**src/rtl/icache_pkg.sv**
```systemverilog
`default_nettype none
// ============================================================================
// Module      : icache_pkg
// Description : Shared constants and FSM state encoding for the instruction
//               cache (index/tag widths, IDLE/REQ/WAIT states).
// Revision    : 1.0  initial release
// ============================================================================
package icache_pkg;

    localparam int c_INDEX_BITS = 6;
    localparam int c_ADDR_WIDTH = 32;
    localparam int c_TAG_BITS   = c_ADDR_WIDTH - c_INDEX_BITS - 2;
    localparam int c_WORD_WIDTH = 32;

    typedef enum logic [1:0] {
        IDLE = 2'd0,
        REQ  = 2'd1,
        WAIT = 2'd2
    } state_e;

endpackage : icache_pkg
`default_nettype wire

```
**src/rtl/icache_array.sv**
```systemverilog
`default_nettype none
// ============================================================================
// Module      : icache_array
// Description : Valid/tag/data storage for a direct-mapped, one-word-per-line
//               cache. Combinational hit lookup, single synchronous write port,
//               valid bits cleared asynchronously on reset.
// Ports       : clk, rst (async, active-low)
//               i_rd_index/i_rd_tag -> o_hit, o_rd_data   (lookup)
//               i_wr_en/i_wr_index/i_wr_tag/i_wr_data     (fill)
// Revision    : 1.0  initial release
// ============================================================================
module icache_array
    import icache_pkg::*;
#(
    parameter int INDEX_BITS = c_INDEX_BITS,
    parameter int TAG_BITS   = c_TAG_BITS,
    parameter int DATA_WIDTH = c_WORD_WIDTH
) (
    input  logic                  clk,
    input  logic                  rst,
    input  logic [INDEX_BITS-1:0] i_rd_index,
    input  logic [TAG_BITS-1:0]   i_rd_tag,
    output logic                  o_hit,
    output logic [DATA_WIDTH-1:0] o_rd_data,
    input  logic                  i_wr_en,
    input  logic [INDEX_BITS-1:0] i_wr_index,
    input  logic [TAG_BITS-1:0]   i_wr_tag,
    input  logic [DATA_WIDTH-1:0] i_wr_data
);

    localparam int c_DEPTH = 1 << INDEX_BITS;

    logic [c_DEPTH-1:0]    r_valid;
    logic [TAG_BITS-1:0]   r_tag  [c_DEPTH];
    logic [DATA_WIDTH-1:0] r_data [c_DEPTH];

    // Only the valid bits need a reset; tag/data are don't-care while invalid.
    always_ff @(posedge clk or negedge rst) begin
        if (!rst) begin
            r_valid <= '0;
        end else if (i_wr_en) begin
            r_valid[i_wr_index] <= 1'b1;
        end
    end

    always_ff @(posedge clk) begin
        if (i_wr_en) begin
            r_tag[i_wr_index]  <= i_wr_tag;
            r_data[i_wr_index] <= i_wr_data;
        end
    end

    assign o_hit     = r_valid[i_rd_index] && (r_tag[i_rd_index] == i_rd_tag);
    assign o_rd_data = r_data[i_rd_index];

endmodule : icache_array
`default_nettype wire

```
**src/rtl/icache.sv**
```systemverilog
`default_nettype none
// ============================================================================
// Module      : icache
// Description : Direct-mapped, one-word-per-line instruction cache between the
//               fetch stage and the memory fetcher (fc). Hits return one cycle
//               after the request; misses issue one request to fc, wait for an
//               instruction completion, fill the line and return the word.
//               A ROB exception aborts an outstanding miss.
// Ports       : clk, rst (async, active-low)
//               fetch side : is_req_from_if, pc_from_if, is_busy_to_if,
//                            is_ready_to_if, instr_to_if, pc_to_if
//               fc side    : is_empty_to_fc, addr_to_fc, is_stall_from_fc,
//                            is_finish_from_fc, is_instr_from_fc, data_from_fc
//               rob side   : is_exception_from_rob
// Options     : ICACHE_PERF_EN adds saturating hit_cnt_out / miss_cnt_out.
// Revision    : 1.0  initial release
// ============================================================================
module icache
    import icache_pkg::*;
#(
    parameter int INDEX_BITS = c_INDEX_BITS,
    parameter int ADDR_WIDTH = c_ADDR_WIDTH
) (
    input  logic                  clk,
    input  logic                  rst,
    input  logic                  is_req_from_if,
    input  logic [ADDR_WIDTH-1:0] pc_from_if,
    output logic                  is_busy_to_if,
    output logic                  is_ready_to_if,
    output logic [31:0]           instr_to_if,
    output logic [ADDR_WIDTH-1:0] pc_to_if,
    output logic                  is_empty_to_fc,
    output logic [ADDR_WIDTH-1:0] addr_to_fc,
    input  logic                  is_stall_from_fc,
    input  logic                  is_finish_from_fc,
    input  logic                  is_instr_from_fc,
    input  logic [31:0]           data_from_fc,
`ifdef ICACHE_PERF_EN
    output logic [31:0]           hit_cnt_out,
    output logic [31:0]           miss_cnt_out,
`endif
    input  logic                  is_exception_from_rob
);

    localparam int c_TAG_W = ADDR_WIDTH - INDEX_BITS - 2;

    state_e                r_state,   w_state_next;
    logic                  r_ready,   w_ready_next;
    logic [31:0]           r_instr,   w_instr_next;
    logic [ADDR_WIDTH-1:0] r_pc,      w_pc_next;
    logic [ADDR_WIDTH-1:0] r_miss_pc, w_miss_pc_next;

    logic                  w_hit;
    logic [31:0]           w_hit_data;
    logic                  w_fill;
    logic                  w_req_fc;
    logic                  w_accept_hit;
    logic                  w_accept_miss;

    icache_array #(
        .INDEX_BITS (INDEX_BITS),
        .TAG_BITS   (c_TAG_W),
        .DATA_WIDTH (32)
    ) u_array (
        .clk        (clk),
        .rst        (rst),
        .i_rd_index (pc_from_if[INDEX_BITS+1:2]),
        .i_rd_tag   (pc_from_if[ADDR_WIDTH-1:INDEX_BITS+2]),
        .o_hit      (w_hit),
        .o_rd_data  (w_hit_data),
        .i_wr_en    (w_fill),
        .i_wr_index (r_miss_pc[INDEX_BITS+1:2]),
        .i_wr_tag   (r_miss_pc[ADDR_WIDTH-1:INDEX_BITS+2]),
        .i_wr_data  (data_from_fc)
    );

    // An exception in IDLE suppresses both the hit return and a miss start.
    assign w_accept_hit  = (r_state == IDLE) && is_req_from_if && !is_exception_from_rob && w_hit;
    assign w_accept_miss = (r_state == IDLE) && is_req_from_if && !is_exception_from_rob && !w_hit;

    always_ff @(posedge clk or negedge rst) begin
        if (!rst) begin
            r_state   <= IDLE;
            r_ready   <= 1'b0;
            r_instr   <= '0;
            r_pc      <= '0;
            r_miss_pc <= '0;
        end else begin
            r_state   <= w_state_next;
            r_ready   <= w_ready_next;
            r_instr   <= w_instr_next;
            r_pc      <= w_pc_next;
            r_miss_pc <= w_miss_pc_next;
        end
    end

    always_comb begin
        w_state_next   = r_state;
        w_ready_next   = 1'b0;
        w_instr_next   = r_instr;
        w_pc_next      = r_pc;
        w_miss_pc_next = r_miss_pc;
        w_fill         = 1'b0;
        w_req_fc       = 1'b0;
        case (r_state)
            IDLE: begin
                if (w_accept_hit) begin
                    w_ready_next = 1'b1;
                    w_instr_next = w_hit_data;
                    w_pc_next    = pc_from_if;
                end else if (w_accept_miss) begin
                    w_miss_pc_next = pc_from_if;
                    w_state_next   = REQ;
                end
            end
            REQ: begin
                // A flushed request is never presented; fc drops it anyway.
                if (is_exception_from_rob) begin
                    w_state_next = IDLE;
                end else if (!is_stall_from_fc) begin
                    w_req_fc     = 1'b1;
                    w_state_next = WAIT;
                end
            end
            WAIT: begin
                // Exception has priority over a same-cycle completion.
                if (is_exception_from_rob) begin
                    w_state_next = IDLE;
                end else if (is_finish_from_fc && is_instr_from_fc) begin
                    w_fill       = 1'b1;
                    w_ready_next = 1'b1;
                    w_instr_next = data_from_fc;
                    w_pc_next    = r_miss_pc;
                    w_state_next = IDLE;
                end
            end
            default: begin
                w_state_next = IDLE;
            end
        endcase
    end

    assign is_busy_to_if  = (r_state != IDLE);
    assign is_ready_to_if = r_ready;
    assign instr_to_if    = r_instr;
    assign pc_to_if       = r_pc;
    assign is_empty_to_fc = !w_req_fc;
    assign addr_to_fc     = {r_miss_pc[ADDR_WIDTH-1:2], 2'b00};

`ifdef ICACHE_PERF_EN
    logic [31:0] r_hit_cnt;
    logic [31:0] r_miss_cnt;

    always_ff @(posedge clk or negedge rst) begin
        if (!rst) begin
            r_hit_cnt  <= '0;
            r_miss_cnt <= '0;
        end else begin
            if (w_accept_hit && (r_hit_cnt != 32'hFFFF_FFFF)) begin
                r_hit_cnt <= r_hit_cnt + 32'd1;
            end
            if (w_accept_miss && (r_miss_cnt != 32'hFFFF_FFFF)) begin
                r_miss_cnt <= r_miss_cnt + 32'd1;
            end
        end
    end

    assign hit_cnt_out  = r_hit_cnt;
    assign miss_cnt_out = r_miss_cnt;
`else
    // Performance counters are not built in this configuration.
`endif

endmodule : icache
`default_nettype wire

```
**config.mk**
```make
export PLATFORM = sky130hd
export DESIGN_NAME = icache
export DESIGN_NICKNAME = d
export VERILOG_FILES = /design/src/rtl/icache_pkg.sv /design/src/rtl/icache_array.sv /design/src/rtl/icache.sv
export SDC_FILE = /design/constraint.sdc
export NUM_CORES = 2
export LEC_CHECK = 0
export ABC_AREA = 1
export CAP_MARGIN = 10
export CORE_UTILIZATION = 30
export CTS_CLUSTER_SIZE = 20
export DETAILED_ROUTE_END_ITERATION = 10
export PLACE_DENSITY = 0.47
export SETUP_SLACK_MARGIN = 0.02
export SYNTH_ARGS = -nofsm -noshare
export SYNTH_HDL_FRONTEND = slang
export SYNTH_HIERARCHICAL = 1
export SYNTH_SLANG_ARGS = --single-unit
```
**constraint.sdc**
```tcl
create_clock -name clk -period 4.4 [get_ports clk]
set_input_delay 1.1 -clock clk [delete_from_list [all_inputs] [get_ports clk]]
set_output_delay 1.1 -clock clk [all_outputs]
set_load 0.03 [all_outputs]
```
==> After elaboration in Yosys (flattened, before gate mapping) <==
Memories as Yosys holds them, arrays and structs flattened.
Index checks and enable logic that the tools add are counted.
{ "totals": {"in_bits": 71, "word_cells": 68, "mem_count": 2, "mem_bits_rw": 3584, "output_inout_bits": 99, "register_bits": 163} }
{ "classes": {"order_cmp": 3, "n_mux": 29, "bitwise": 2, "reduce_logical": 16, "n_eq_ne": 10} }
{ "mem_list": {"columns": ["memory", "depth", "width", "read_ports", "rd_ports_with_merged_regs", "wr", "line", "rtl"], "rows": [
  ["u_array.r_data", 64, 32, 1, 0, 1, "icache_array.sv:35", "logic [DATA_WIDTH-1:0] r_data [c_DEPTH];"],
  ["u_array.r_tag", 64, 24, 1, 0, 1, "icache_array.sv:34", "logic [TAG_BITS-1:0] r_tag [c_DEPTH];"]
]} }
{ "op_table": {"columns": ["op", "n"], "rows": [
  ["$mux W32", 6],
  ["$pmux W32 S2", 2],
  ["$or A64 B64 Y64", 1],
  ["$eq A24 B24 Y1", 1],
  ["$lt A6 B7 Y1 const B", 2],
  ["$mux W2", 6],
  ["$mux W1", 11],
  ["$ne A2 B2 Y1 const B", 5],
  ["$reduce_and A4 Y1", 2],
  ["$logic_and A1 B1 Y1", 7],
  ["$bmux W1 S6", 1],
  ["$demux W1 S6", 1],
  ["$ge A6 B1 Y1 const B", 1],
  ["$ne A3 B3 Y1 const B", 2],
  ["$pmux W2 S3", 1],
  ["$reduce_bool A2 Y1", 2],
  ["$logic_not A1 Y1", 3],
  ["$reduce_and A3 Y1", 1],
  ["$eq A2 B1 Y1 const B", 1],
  ["$eq A2 B2 Y1 const B", 1],
  ["$logic_not A2 Y1", 1],
  ["$pmux W1 S2", 1],
  ["$not A1 Y1", 1]
]} }

==> Longest topological paths before layout <==
{ "depth": {"depth_word": 8, "depth_mapped": 26, "depth_no_buf": 21} }

==> Modules after synthesis <==
The synthesis kept the hierarchy.
{ "by_module_without_submodules": {"columns": ["module", "n_inst", "area_each_um2", "cells_each", "seq_area_each_um2"], "rows": [
  ["icache_array", 1, 144453.5, 11279, 109224.8],
  ["icache", 1, 5016.1, 676, 2477.4]
]} }

==> Worst setup path before layout <==
Ideal clock, no wire load.
{ "synth_path": {"kind": "input to register", "from": "input port is_finish_from_fc", "to": "memory u_array.r_data[12][0] (enable)", "path_buffers": 2, "cell_stages": 10, "t_arrival_ns": 4.471, "path_slack_ns": -0.543, "cell_sequence": "nand2_1 > nor2_1 > nand2_1 > buf_4 > buf_4 > inv_1 > inv_1 > nor2_1 > nand2_1 > nor2_1"} }
{ "synth_between": {"elab_chain_cells": 6} }
{ "synth_lines": {"columns": ["element", "line", "rtl"], "rows": [
  ["start: declaration", "icache.sv:35", "input logic is_finish_from_fc,"],
  ["$logic_and A1 B1 Y1", "icache.sv:129", "end else if (is_finish_from_fc && is_instr_from_fc) begin"],
  ["$mux W1", "icache.sv:129", null],
  ["$mux W1", "icache.sv:127", "if (is_exception_from_rob) begin"],
  ["$mux W1", "icache.sv:105", "case (r_state)"],
  ["via w_fill", "icache.sv:55", "logic w_fill;"],
  ["$mux W1", "icache_array.sv:47", "if (i_wr_en) begin"],
  ["$mux W1 (implied by the code)", "icache_array.sv:49", "r_data[i_wr_index] <= i_wr_data;"],
  ["end: declaration", "icache_array.sv:35", null]
]} }
The timed path passes the listed nets, and every way through them passes these cells.

==> Worst setup path after layout <==
{ "layout_path": {"from": "input port pc_from_if[2]", "to": "register r_miss_pc[14]"} }
{ "layout_between": {"elab_chain_cells": 6, "elab_cells_between_ends": 10, "cone_classes": "eq/ne: 1; mux: 2; bitwise: 1; reduce/logical: 5; memory: 1"} }
{ "layout_lines": {"columns": ["element", "line", "rtl"], "rows": [
  ["start: declaration", "icache.sv:27", "input logic [ADDR_WIDTH-1:0] pc_from_if,"],
  ["$mem_v2 Z64 W24 or $bmux W1 S6 (tied branches)", null, null],
  ["$eq A24 B24 Y1 or $mux W1 (tied branches)", "icache_array.sv:53", "assign o_hit = r_valid[i_rd_index] && (r_tag[i_rd_index] == i_rd_tag);"],
  ["$logic_and A1 B1 Y1 *", "icache_array.sv:53", null],
  ["via w_hit", "icache.sv:53", "logic w_hit;"],
  ["$logic_not A1 Y1 or $logic_and A1 B1 Y1 (tied branches)", "icache.sv:79, icache.sv:78", null],
  ["$logic_and A1 B1 Y1 or $not A1 Y1 (tied branches)", null, null],
  ["$reduce_and A3 Y1 (no source line) *", null, null],
  ["end signal: assignment", "icache.sv:93", "r_miss_pc <= w_miss_pc_next;"],
  ["end: declaration", "icache.sv:51", "logic [ADDR_WIDTH-1:0] r_miss_pc, w_miss_pc_next;"]
]} }
The timed path passes the listed nets; every way through them passes the cells marked *. The select of a mux whose other input is x is not followed.
A chain may end at the register's enable or synchronous reset.

==> results.ini <==
[outcome]
status = finished clean

[timing]
skew_ps = 59.1
finalHoldViolCount = 0
tightest_slew_ps = 1250
max_freq_mhz = 250
timing.final.ws_setup_ps = 396
finalMaxSlewViolations = 0
fin_hold_ws_ps = 47.2
setup_viol = 0
rsz0062_at_grt = no
fin_crit_sh = 0.910
max_slew_margin = 0.166
layout_min_cycle_time_ps = 4000

[logic_synthesis]
synthCells = 12000
synth_area_per_cell_um2 = 12.5
ys_warn_count = 6
ys_types = 31
netlist.area_leader.share = 0.720
ys_seq_elements = 3747
syn-cell-area_um2 = 149000
synth_area_leaders = edfxtp_1 (72%), nand3_1 (5.3%), nand2_1 (5.3%), o21ai_0 (4.2%), nor2_1 (3.6%)
synth.largest_area_cell = edfxtp_1
yosysSeqAreaShare = 0.747

[global_routing]
grt_pass1_vias = 95800
overflow = 0
grt_antenna_before_repair = 57
grt_max_degree = 136
track_usage = 0.214
grt_pass1_wl_um = 770000

[min_path]
min_path_type = in2async

[finish]
fin_util = 0.359
fill_cells = 47800
final_nets = 12500
design_area_um2 = 178000
mostFrequentLayoutCells = edfxtp_1 (3584), nand2_1 (2111), nand3_1 (1592), nor2_1 (1381), o21ai_0 (1260)
syn_to_final_growth_pct = 18.9
layout-drive-gt1-share = 0.121
final_common_cell = edfxtp_1

[floorplanning]
core-area_um2 = 495000
io_pins = 170
die_h_um = 708
start_util = 0.302
die_x_um = 708
rows = 258
die-area_um2 = 501000

[setup_path]
startpoint_type = primary input
worstPathMaxFanout = 16
cp_data_arrival_time_ps = 4810
cp-end-kind = register
critPathRequiredTime_ps = 5210
crit_type = in2reg

[clocking]
cts_tree = yes
clk_path_buf_depth = 4
cts_resized = 0
clkSinkCount = 3747
ctsRootBufferMaster = clkbuf_16
numCtsBuffers = 403
insertion_delay_ps = 1000
cts_setup_buffers = 0
htree_levels = 5
holdBufCountCts = 0
cts.clk_slew.worst_paths_ps = 60

[drt]
first_pass_iters = 5
antenna_left = 0
avgRoutedWirePerCell_um = 28.5
num_vias = 102000
drc = 0
drtIter0Drc = 11500
drt_wl_total_um = 554000
viasPerCell = 5.24

[place]
place.port_buffers = 167
dpl_worst_slack_ps = -539
hpwlAfterDp_um = 319000
place.gp.congestion = 0.800
place_area_um2 = 165000

[pwr]
total_power_uw = 80300
irDropWorstVdd_uv = 349
p_per_area_nw_per_um2 = 452
leakage_uw = 0.0604

[flow_run]
maxCapViolCount = 0

per-stage QoR:
stage	instances	setup TNS, ps
2_1_floorplan	12000	-1742020
3_3_place_gp	18700	-44960
3_5_place_dp	18700	-41550
4_1_cts	19400	0
5_1_grt	19400	0
6_report	19400	0
routing by layer:
| layer | track usage | wire [um] | vias to the layer above | part of all wire |
|---|---|---|---|---|
| li1 | - | - | 44500 | - |
| met1 | 0.305 | 244000 | 52500 | 0.44 |
| met2 | 0.341 | 255000 | 4120 | 0.46 |
| met3 | 0.0321 | 40200 | 760 | 0.072 |
| met4 | 0.0549 | 14900 | 28 | 0.027 |
| met5 | 0 | 184 | - | 0.00033 |
where the power goes:
| group | switching (uW) | internal (uW) | total (uW) |
|---|---|---|---|
| Sequential | 374 | 40000 | 40400 |
| Clock | 14500 | 18600 | 33100 |
| Combinational | 4860 | 1930 | 6780 |
| Total | 19700 | 60500 | 80300 |
worst max-delay path, stage by stage:
cell and delay (ps):
buf_16 160, buf_12 240, buf_4 240, buf_4 270, nand2_1 80, nand3_1 80
nand3_1 90, nand3_1 100, nand3_1 210, nand3_1 170, nand2_1 60, nand2_1 100
nand2_1 70, nor2_1 190, nand2_1 80, nor2_1 120, nand2_1 150, nor2_1 330
nand3b_1 240, buf_12 200, nand2_1 60, o21ai_0 300
cell families (layout without fill, tap and decap cells):
| logic type | count (synthesis) | after routing | synth area share |
|---|---|---|---|
| buffers and inverters | 936 | 1776 | 0.0320 |
| flip-flops | 3747 | 3747 | 0.747 |
| XOR/XNOR | 1 | 1 | 0.0000586 |
| AND/OR/NAND/NOR | 5229 | 5229 | 0.146 |
| other | 1 | 16 | 0.0000251 |
| AO/OA/AOI/OAI | 2041 | 2041 | 0.0745 |
sequential cells by signal, indices dropped and copies added, names as in the netlist:
name	flops
r_state	2
r_miss_pc	32
instr_to_if	32
u_array/r_data	2048
u_array/r_tag	1536
u_array/r_valid	64
is_ready_to_if	1
pc_to_if	32
synth_stat cells:
cell      number
o21ai_0     1260
nor2_2         1
buf_1         45
nand2_1     2113
conb_1         1
a31oi_1        3
edfxtp_1    3584
o21ai_1       97
or2_2         57
nor2_1      1445
inv_2          3
o221ai_1       1
clkinv_1       2
xnor2_1        1
buf_4        156
o22ai_1      638
o211ai_1       4
dfrtp_1      163
inv_1         61
o32ai_1       27
clkbuf_1     320
or2_0          2
buf_6         40
clkbuf_2       2
a21oi_1       11
buf_2        306
or2_1          1
nand2_2        1
inv_4          1
nand3b_1      16
nand3_1     1593
final cells by class:
type                            instances  area (um2)  area share
Antenna cell                           14        35.0    0.000197
Inverter                               67         303     0.00170
Clock buffer                          521       10800      0.0607
Tap cell                             6630        8300      0.0467
Multi-Input combinational cell       7273       33500       0.189
Sequential cell                      3747      112000       0.629
Clock inverter                        221        1820      0.0103
Timing Repair Buffer                  967       11200      0.0630
final timing paths:
path / slack [ps] / startpoint / to / depth (start not counted)
worst min-delay path: 50 / rst / instr_to_if[7]$_DFFE_PN0P_ / 1
worst max register to register: 850 / u_array/r_tag[29][21]$_DFFE_PP_ / r_miss_pc[14]$_DFFE_PN0P_ / 18
max in group asynchronous: 3310 / rst / r_miss_pc[15]$_DFFE_PN0P_ / 2
worst max-delay path: 400 / pc_from_if[2] / r_miss_pc[14]$_DFFE_PN0P_ / 22
worst min register to register: 470 / u_array/r_valid[4]$_DFFE_PN0P_ / u_array/r_valid[4]$_DFFE_PN0P_ / 2
min in group clk: 430 / data_from_fc[22] / u_array/r_data[1][22]$_DFFE_PP_ / 1
(Power assumes the default switching activity.)
